===== config.mk =====
export PLATFORM = sky130hd
export DESIGN_NAME = inst_fetch
export DESIGN_NICKNAME = d
export VERILOG_FILES = /design/src/rtl/inst_fetch.sv
export SDC_FILE = /design/constraint.sdc
export NUM_CORES = 1
export LEC_CHECK = 0
export CORE_MARGIN = 3
export CORE_UTILIZATION = 50
export DETAILED_ROUTE_END_ITERATION = 6
export PLACE_DENSITY = 0.74
export SYNTH_ARGS = -nofsm -noshare
export SYNTH_HDL_FRONTEND = slang
export SYNTH_SLANG_ARGS = --single-unit

===== constraint.sdc =====
create_clock -name clk -period 2.9 [get_ports clk]
set_input_delay 0.435 -clock clk [delete_from_list [all_inputs] [get_ports clk]]
set_output_delay 0.435 -clock clk [all_outputs]
set_load 0.005 [all_outputs]

===== src/rtl/inst_fetch.sv =====
// Instruction fetch stage: assembles 32-bit words from four byte reads and hands them to decode.
// Optional direct-mapped word cache is compiled in with `define ICACHE_EN.
module inst_fetch #(
    parameter logic [31:0] RESET_PC     = 32'h0,
    parameter int          ICACHE_LINES = 16
) (
    input  logic        clk,
    input  logic        rst,
    input  logic        rdy,
    input  logic        stall,
    input  logic        jump_en,
    input  logic [31:0] jump_addr,
    input  logic        mem_grant,
    input  logic [7:0]  mem_din,
    output logic        mem_rd_en,
    output logic [31:0] mem_a,
    output logic        hit,
    output logic [31:0] pc,
    output logic [31:0] inst
);

    typedef enum logic [1:0] {ISSUE, DRAIN, COMPLETE} state_t;

    if (ICACHE_LINES < 2 || (ICACHE_LINES & (ICACHE_LINES - 1)) != 0) begin : g_bad_lines
        $error("ICACHE_LINES must be a power of two >= 2");
    end

    state_t      state_q, state_d;
    logic [31:0] fetch_pc_q, fetch_pc_d;
    logic [1:0]  issue_cnt_q, issue_cnt_d;
    logic [1:0]  rcv_cnt_q, rcv_cnt_d;
    logic        rcv_vld_q, rcv_vld_d;
    logic [31:0] buf_q, buf_d;
    logic        mem_rd_en_q, mem_rd_en_d;
    logic [31:0] mem_a_q, mem_a_d;
    logic        hit_q, hit_d;
    logic [31:0] pc_q, pc_d;
    logic [31:0] inst_q, inst_d;

    logic        last_byte;
    logic        do_present;
    logic [31:0] present_word;
    logic        reissue;

`ifdef ICACHE_EN
    localparam int IDX_W = $clog2(ICACHE_LINES);
    localparam int TAG_W = 30 - IDX_W;

    logic [ICACHE_LINES-1:0] line_vld;
    logic [TAG_W-1:0]        line_tag  [ICACHE_LINES];
    logic [31:0]             line_data [ICACHE_LINES];
    logic [IDX_W-1:0]        idx;
    logic [TAG_W-1:0]        tag;
    logic                    lookup_hit;
    logic                    fill_en;

    assign idx        = fetch_pc_q[IDX_W+1:2];
    assign tag        = fetch_pc_q[31:IDX_W+2];
    assign lookup_hit = line_vld[idx] && (line_tag[idx] == tag);
    assign fill_en    = (state_q == DRAIN) && last_byte && !jump_en;
    // With the cache, new addresses go through a one-cycle lookup before any memory request.
    assign reissue    = 1'b0;

    always_ff @(posedge clk) begin
        if (rst)
            line_vld <= '0;
        else if (rdy && fill_en)
            line_vld[idx] <= 1'b1;
    end

    always_ff @(posedge clk) begin
        if (!rst && rdy && fill_en) begin
            line_tag[idx]  <= tag;
            line_data[idx] <= buf_d;
        end
    end
`else
    assign reissue    = 1'b1;
`endif

    assign last_byte = rcv_vld_q && (rcv_cnt_q == 2'd3);

    always_comb begin
        state_d      = state_q;
        fetch_pc_d   = fetch_pc_q;
        issue_cnt_d  = issue_cnt_q;
        rcv_cnt_d    = rcv_cnt_q;
        rcv_vld_d    = mem_rd_en_q && mem_grant;
        buf_d        = buf_q;
        mem_rd_en_d  = mem_rd_en_q;
        mem_a_d      = mem_a_q;
        hit_d        = 1'b0;
        pc_d         = pc_q;
        inst_d       = inst_q;
        do_present   = 1'b0;
        present_word = buf_q;

        // Bytes return in issue order, so a separate receive count places each one.
        if (rcv_vld_q) begin
            buf_d[{rcv_cnt_q, 3'b000} +: 8] = mem_din;
            rcv_cnt_d = rcv_cnt_q + 2'd1;
        end

        case (state_q)
            ISSUE: begin
                if (!mem_rd_en_q) begin
`ifdef ICACHE_EN
                    if (lookup_hit) begin
                        if (!stall) begin
                            do_present   = 1'b1;
                            present_word = line_data[idx];
                        end
                    end else begin
                        mem_a_d     = fetch_pc_q;
                        mem_rd_en_d = 1'b1;
                    end
`else
                    mem_a_d     = fetch_pc_q + {30'd0, issue_cnt_q};
                    mem_rd_en_d = 1'b1;
`endif
                end else if (mem_grant) begin
                    issue_cnt_d = issue_cnt_q + 2'd1;
                    if (issue_cnt_q == 2'd3) begin
                        mem_rd_en_d = 1'b0;
                        state_d     = DRAIN;
                    end else begin
                        mem_a_d = fetch_pc_q + {30'd0, issue_cnt_q} + 32'd1;
                    end
                end
            end
            DRAIN: begin
                if (last_byte) begin
                    if (!stall) begin
                        do_present   = 1'b1;
                        present_word = buf_d;
                    end else begin
                        state_d = COMPLETE;
                    end
                end
            end
            COMPLETE: begin
                if (!stall) begin
                    do_present   = 1'b1;
                    present_word = buf_q;
                end
            end
            default: state_d = ISSUE;
        endcase

        // Hand the word over and start the next fetch on the same edge.
        if (do_present) begin
            hit_d       = 1'b1;
            pc_d        = fetch_pc_q;
            inst_d      = present_word;
            fetch_pc_d  = fetch_pc_q + 32'd4;
            issue_cnt_d = 2'd0;
            rcv_cnt_d   = 2'd0;
            state_d     = ISSUE;
            mem_a_d     = fetch_pc_q + 32'd4;
            mem_rd_en_d = reissue;
        end

        // Redirect wins over everything; bytes from the aborted reads are dropped via rcv_vld.
        if (jump_en) begin
            fetch_pc_d  = jump_addr & ~32'd3;
            issue_cnt_d = 2'd0;
            rcv_cnt_d   = 2'd0;
            rcv_vld_d   = 1'b0;
            hit_d       = 1'b0;
            pc_d        = pc_q;
            inst_d      = inst_q;
            state_d     = ISSUE;
            mem_a_d     = jump_addr & ~32'd3;
            mem_rd_en_d = reissue;
        end
    end

    always_ff @(posedge clk) begin
        if (rst) begin
            state_q     <= ISSUE;
            fetch_pc_q  <= RESET_PC;
            issue_cnt_q <= 2'd0;
            rcv_cnt_q   <= 2'd0;
            rcv_vld_q   <= 1'b0;
            buf_q       <= 32'd0;
            mem_rd_en_q <= 1'b0;
            mem_a_q     <= 32'd0;
            hit_q       <= 1'b0;
            pc_q        <= RESET_PC;
            inst_q      <= 32'h0000_0013;
        end else if (rdy) begin
            state_q     <= state_d;
            fetch_pc_q  <= fetch_pc_d;
            issue_cnt_q <= issue_cnt_d;
            rcv_cnt_q   <= rcv_cnt_d;
            rcv_vld_q   <= rcv_vld_d;
            buf_q       <= buf_d;
            mem_rd_en_q <= mem_rd_en_d;
            mem_a_q     <= mem_a_d;
            hit_q       <= hit_d;
            pc_q        <= pc_d;
            inst_q      <= inst_d;
        end
    end

    assign mem_rd_en = mem_rd_en_q;
    assign mem_a     = mem_a_q;
    assign hit       = hit_q;
    assign pc        = pc_q;
    assign inst      = inst_q;

endmodule


==> results.md <==
- The flow ran to the end, and the final reports show no timing, DRC or antenna violations.
- The hold-critical path depth is 2.
- Among all flip-flop cells after synthesis, the most frequent one is sky130_fd_sc_hd__dfxtp_1.
- The Yosys step of the flow raised 0 warnings.
- The clock tree from TritonCTS is yes.
- The number of antenna violations at the first check in global routing is 0.
- The leakage power figure is 3.48 nW.
- The total power density per cell area is 474 nW/um^2.
- After synthesis, the cell types taking the most area are sky130_fd_sc_hd__dfxtp_1 (39%), sky130_fd_sc_hd__nand2_1 (7.6%), sky130_fd_sc_hd__a21oi_1 (6.4%).
- The proportion of register bits with asynchronous set or reset after synthesis is 0%.
- The die covers 18500 sq um.
- Of all nets on the critical path, the largest fanout is 8.
- Leaving out fill and tap cells, the most frequent cell in the layout is sky130_fd_sc_hd__nand2_1.
- The via count normalized by instance count is 6.22.
- The fraction of post-synthesis cell area in the top cell type by area is 39.0%.
- The worst reg2reg path depth is 7.
- The post-cts resize count is 0.
- The buffer levels on the longest clock path is 2.
- After clock tree synthesis, the clock-pin slew on the worst setup and hold paths is 70 ps.
- In this run the standard cell core region covers 16200 sq um.
- In the post-route analysis, the smallest setup slack over all paths is 349 ps.
- The count of antenna-violating nets left after detailed routing is 0.
- Summing every instance area after synthesis gives 8470 sq um.
- In the final layout, the share of cells above drive strength 1 is 8.51%.
- 144 I/O pins were placed.
- The kind of critical path is reg -> reg.
- The detailed-placement wirelength estimate is 17800 um.
- The end of the worst register-to-register path is mem_a[22]$_SDFFE_PP0P_.
- The smallest clock period supported by the final layout is computed as 2550 ps.
- Once placement completed, the tool counted placed cells totaling 1383.
- For this run the aggregate overflow at the end of global routing stands at 0.
- The min-delay analysis places its worst path in the category reg -> reg.
- The sequential-to-total area share from yosys stat is 39.0%.
- The sequential cells in the finished layout cover a total of 3300 sq um.
- The number of enable flip-flop cells after synthesis is 0.
- The number of buffers created by CTS is 17.
- For this design, the CTS-stage hold fixing added 0 buffers.
- The first global-routing pass estimated 41200 um of wire.
- The floorplan has 46 rows.
- The count of routing violations after the opening detailed-route iteration is 1010.
- In this run the mean area of a mapped cell was 7.78 sq um.
- The count of unique library cells instantiated by Yosys is 73.
- The setup slack after placement is 245 ps.
- The overall power of the completed layout is 5.04 mW.
- At the end of the flow, the number of nets in the layout was 1245.
- The total negative slack for setup checks is 0 ps.
- Clock skew on the completed layout was measured at 7.04 ps.
- The number of cells in the finished layout apart from fillers is 1415.
- IR analysis of the VDD net gives a maximum drop of 446 uV.
- The synthesis-to-finish area growth is 25.4%.
- The number of endpoints failing setup at the final stage is 0.
- CTS built an H-tree with a depth of 4.
- After filler insertion, the fill cell instance count of the layout stands at 1446.
- The max-slew headroom at the worst pin is 54.2%.
- The worst setup path is launched from a register.
- Global routing used 27.7% of the available tracks across all layers.
- The die is 136 um wide.
- In this run the post-CTS setup repair buffer count came out at 0.
- The endpoint of the worst hold path is mem_a[1]$_SDFFE_PP0P_.
- Entering global routing, the biggest net connects 61 pins.
- The later pin in the worst-skew pair is clocked with a latency of 430 ps.
- Dividing the detail-routed wire length by the instance count gives 18.4 um.
- The share of the clock period used by the worst path after layout is 88.0%.
- The synthesized design contains 165 register bits.
- The port buffer count is 139.
- At the end of routability-driven placement, the weighted congestion stood at 0.930.
- Once layout is complete, the utilization of the core stands at 65.5%.
- The die height is 136 um.
- The repair_antennas step left the layout with diodes totalling 0.
- For this run, the detailed router's first-pass iteration total came to 5.
- The worst register-to-register path begins at state_q[1]$_SDFFE_PP0P_.
- Derived from the worst setup path, the maximum achievable clock frequency is 0.392 GHz.
- In this run the most critical hold path is launched from mem_a[1]$_SDFFE_PP0P_.
- The gate count after technology mapping is 1089.
- The routed design has 26100 um of wire.
- The critical path data arrival time is 2900 ps.
- Summing over every cut layer, the via total after detailed routing is 8800.
- The number of hold violations in the final report is 0.
- Setup repair after global routing left no endpoint under its margin.
- The cell sitting at the root of the clock tree is a sky130_fd_sc_hd__clkbuf_16.
- The via count of the first global-routing pass is 7948.
- The number of sinks handled by clock tree synthesis is 165.
- The effective utilization at floorplan is 52.2%.
- The count of max-cap constraint violations is 0.
- Of all cell types, the one taking the most synthesized area is sky130_fd_sc_hd__dfxtp_1.
- After detailed routing, the number of remaining DRC violations is 0.
- The combined area of the multi-input logic cells is 4690 sq um.
- In the layout the commonest cells are sky130_fd_sc_hd__nand2_1 (171), sky130_fd_sc_hd__dfxtp_1 (165), sky130_fd_sc_hd__clkdlybuf4s50_1 (137).
- The max-slew violation count is 0.
- The slack of the worst reg-to-reg path is 350 ps.
- The transition time at the pin with the least slew margin is 686 ps.
- STA classifies the critical path endpoint as a register.
- For the worst setup path, the data required time is 3250 ps.
[stage by stage]
step / area (sq um) / hold WS (ps)
floorplan: 8480 / 432
global placement: 10000 / 442
detailed placement: 10000 / 447
CTS: 10600 / 456
global route: 10600 / 463
finish: 10600 / 451
[sequential cells by signal, summed over array words and instances (netlist names), 2 cells and up]
| signal | cells |
|---|---|
| inst | 32 |
| issue_cnt_q | 2 |
| state_q | 2 |
| pc | 30 |
| mem_a | 32 |
| fetch_pc_q | 30 |
| buf_q | 32 |
| rcv_cnt_q | 2 |
[area by class of cell]
| class | instances | area share (%) |
|---|---|---|
| multi-input combinational | 811 | 44.2 |
| clock inverter | 13 | 1.14 |
| timing repair buffer | 180 | 16.4 |
| inverter | 11 | 0.389 |
| clock buffer | 19 | 4.26 |
| sequential | 165 | 31.1 |
| tap | 216 | 2.54 |
[synthesized netlist by cell type (6+ instances only)]
cell / number
sky130_fd_sc_hd__a32oi_1: 6
sky130_fd_sc_hd__nand3_1: 77
sky130_fd_sc_hd__nor2_1: 94
sky130_fd_sc_hd__o31ai_1: 9
sky130_fd_sc_hd__buf_2: 28
sky130_fd_sc_hd__nand2b_1: 8
sky130_fd_sc_hd__and3_1: 8
sky130_fd_sc_hd__nand4_1: 35
sky130_fd_sc_hd__a221oi_1: 8
sky130_fd_sc_hd__clkbuf_2: 9
sky130_fd_sc_hd__a22oi_1: 13
sky130_fd_sc_hd__o21ai_0: 40
sky130_fd_sc_hd__nor4_1: 9
sky130_fd_sc_hd__nor3_1: 23
sky130_fd_sc_hd__dfxtp_1: 165
sky130_fd_sc_hd__a211oi_1: 6
sky130_fd_sc_hd__inv_1: 10
sky130_fd_sc_hd__ha_1: 13
sky130_fd_sc_hd__a21oi_1: 108
sky130_fd_sc_hd__clkbuf_1: 60
sky130_fd_sc_hd__xor2_1: 10
sky130_fd_sc_hd__and2_1: 12
sky130_fd_sc_hd__mux2i_1: 9
sky130_fd_sc_hd__a311oi_1: 24
sky130_fd_sc_hd__a31oi_1: 11
sky130_fd_sc_hd__a211o_1: 6
sky130_fd_sc_hd__o21a_1: 9
sky130_fd_sc_hd__o211ai_1: 13
sky130_fd_sc_hd__nand2_1: 171
sky130_fd_sc_hd__nor2b_1: 6
[critical path: stages, from the launching register on]
cell and delay [ps]:
sky130_fd_sc_hd__dfxtp_1 390, sky130_fd_sc_hd__inv_1 110, sky130_fd_sc_hd__ha_1 260, sky130_fd_sc_hd__a31o_1 360, sky130_fd_sc_hd__a211oi_2 650, sky130_fd_sc_hd__o211ai_1 180
sky130_fd_sc_hd__or4_1 430, sky130_fd_sc_hd__o211ai_1 90
[cells by family after synthesis]
| group | Yosys count | synth area share (%) |
|---|---|---|
| xor+xnor | 15 | 1.55 |
| compound gates | 296 | 23.4 |
| buf+inv | 114 | 5.77 |
| fa+ha+maj | 13 | 1.92 |
| flops | 165 | 39.0 |
| simple gates | 475 | 27.1 |
| mux | 10 | 1.20 |
| other cells | 1 | 0.0443 |
[layer usage]
metal	global-route usage [%]	part of all wire, %	vias up
li1	-	-	4145
met4	9.35	1.9	0
met1	39.4	44	4189
met3	6.03	9.0	48
met2	41.7	45	418
met5	0	0	-
[where the power goes]
group	switching, mW	internal (mW)	leakage (nW)
Combinational	0.256	0.202	1.86
Sequential	0.0589	2.31	1.34
Clock	0.969	1.24	0.281
Total	1.28	3.75	3.48
[worst max path at each step]
stage                                    from                      to  slack [ps]  cells past startpoint
detailed placement                      stall   inst[26]$_SDFFE_PP0P_         240                      7
floorplan           rcv_cnt_q[0]$_SDFFE_PP0P_   inst[22]$_SDFFE_PP0P_         690                      7
global route          state_q[1]$_SDFFE_PP0P_   inst[23]$_SDFFE_PP0P_          80                      8
finish                state_q[1]$_SDFFE_PP0P_  mem_a[22]$_SDFFE_PP0P_         350                      7
CTS                   state_q[1]$_SDFFE_PP0P_   inst[21]$_SDFFE_PP0P_         400                      8
global placement                        stall   mem_a[5]$_SDFFE_PP0P_         290                      6
No activity file was read; power rests on OpenSTA's default activity.
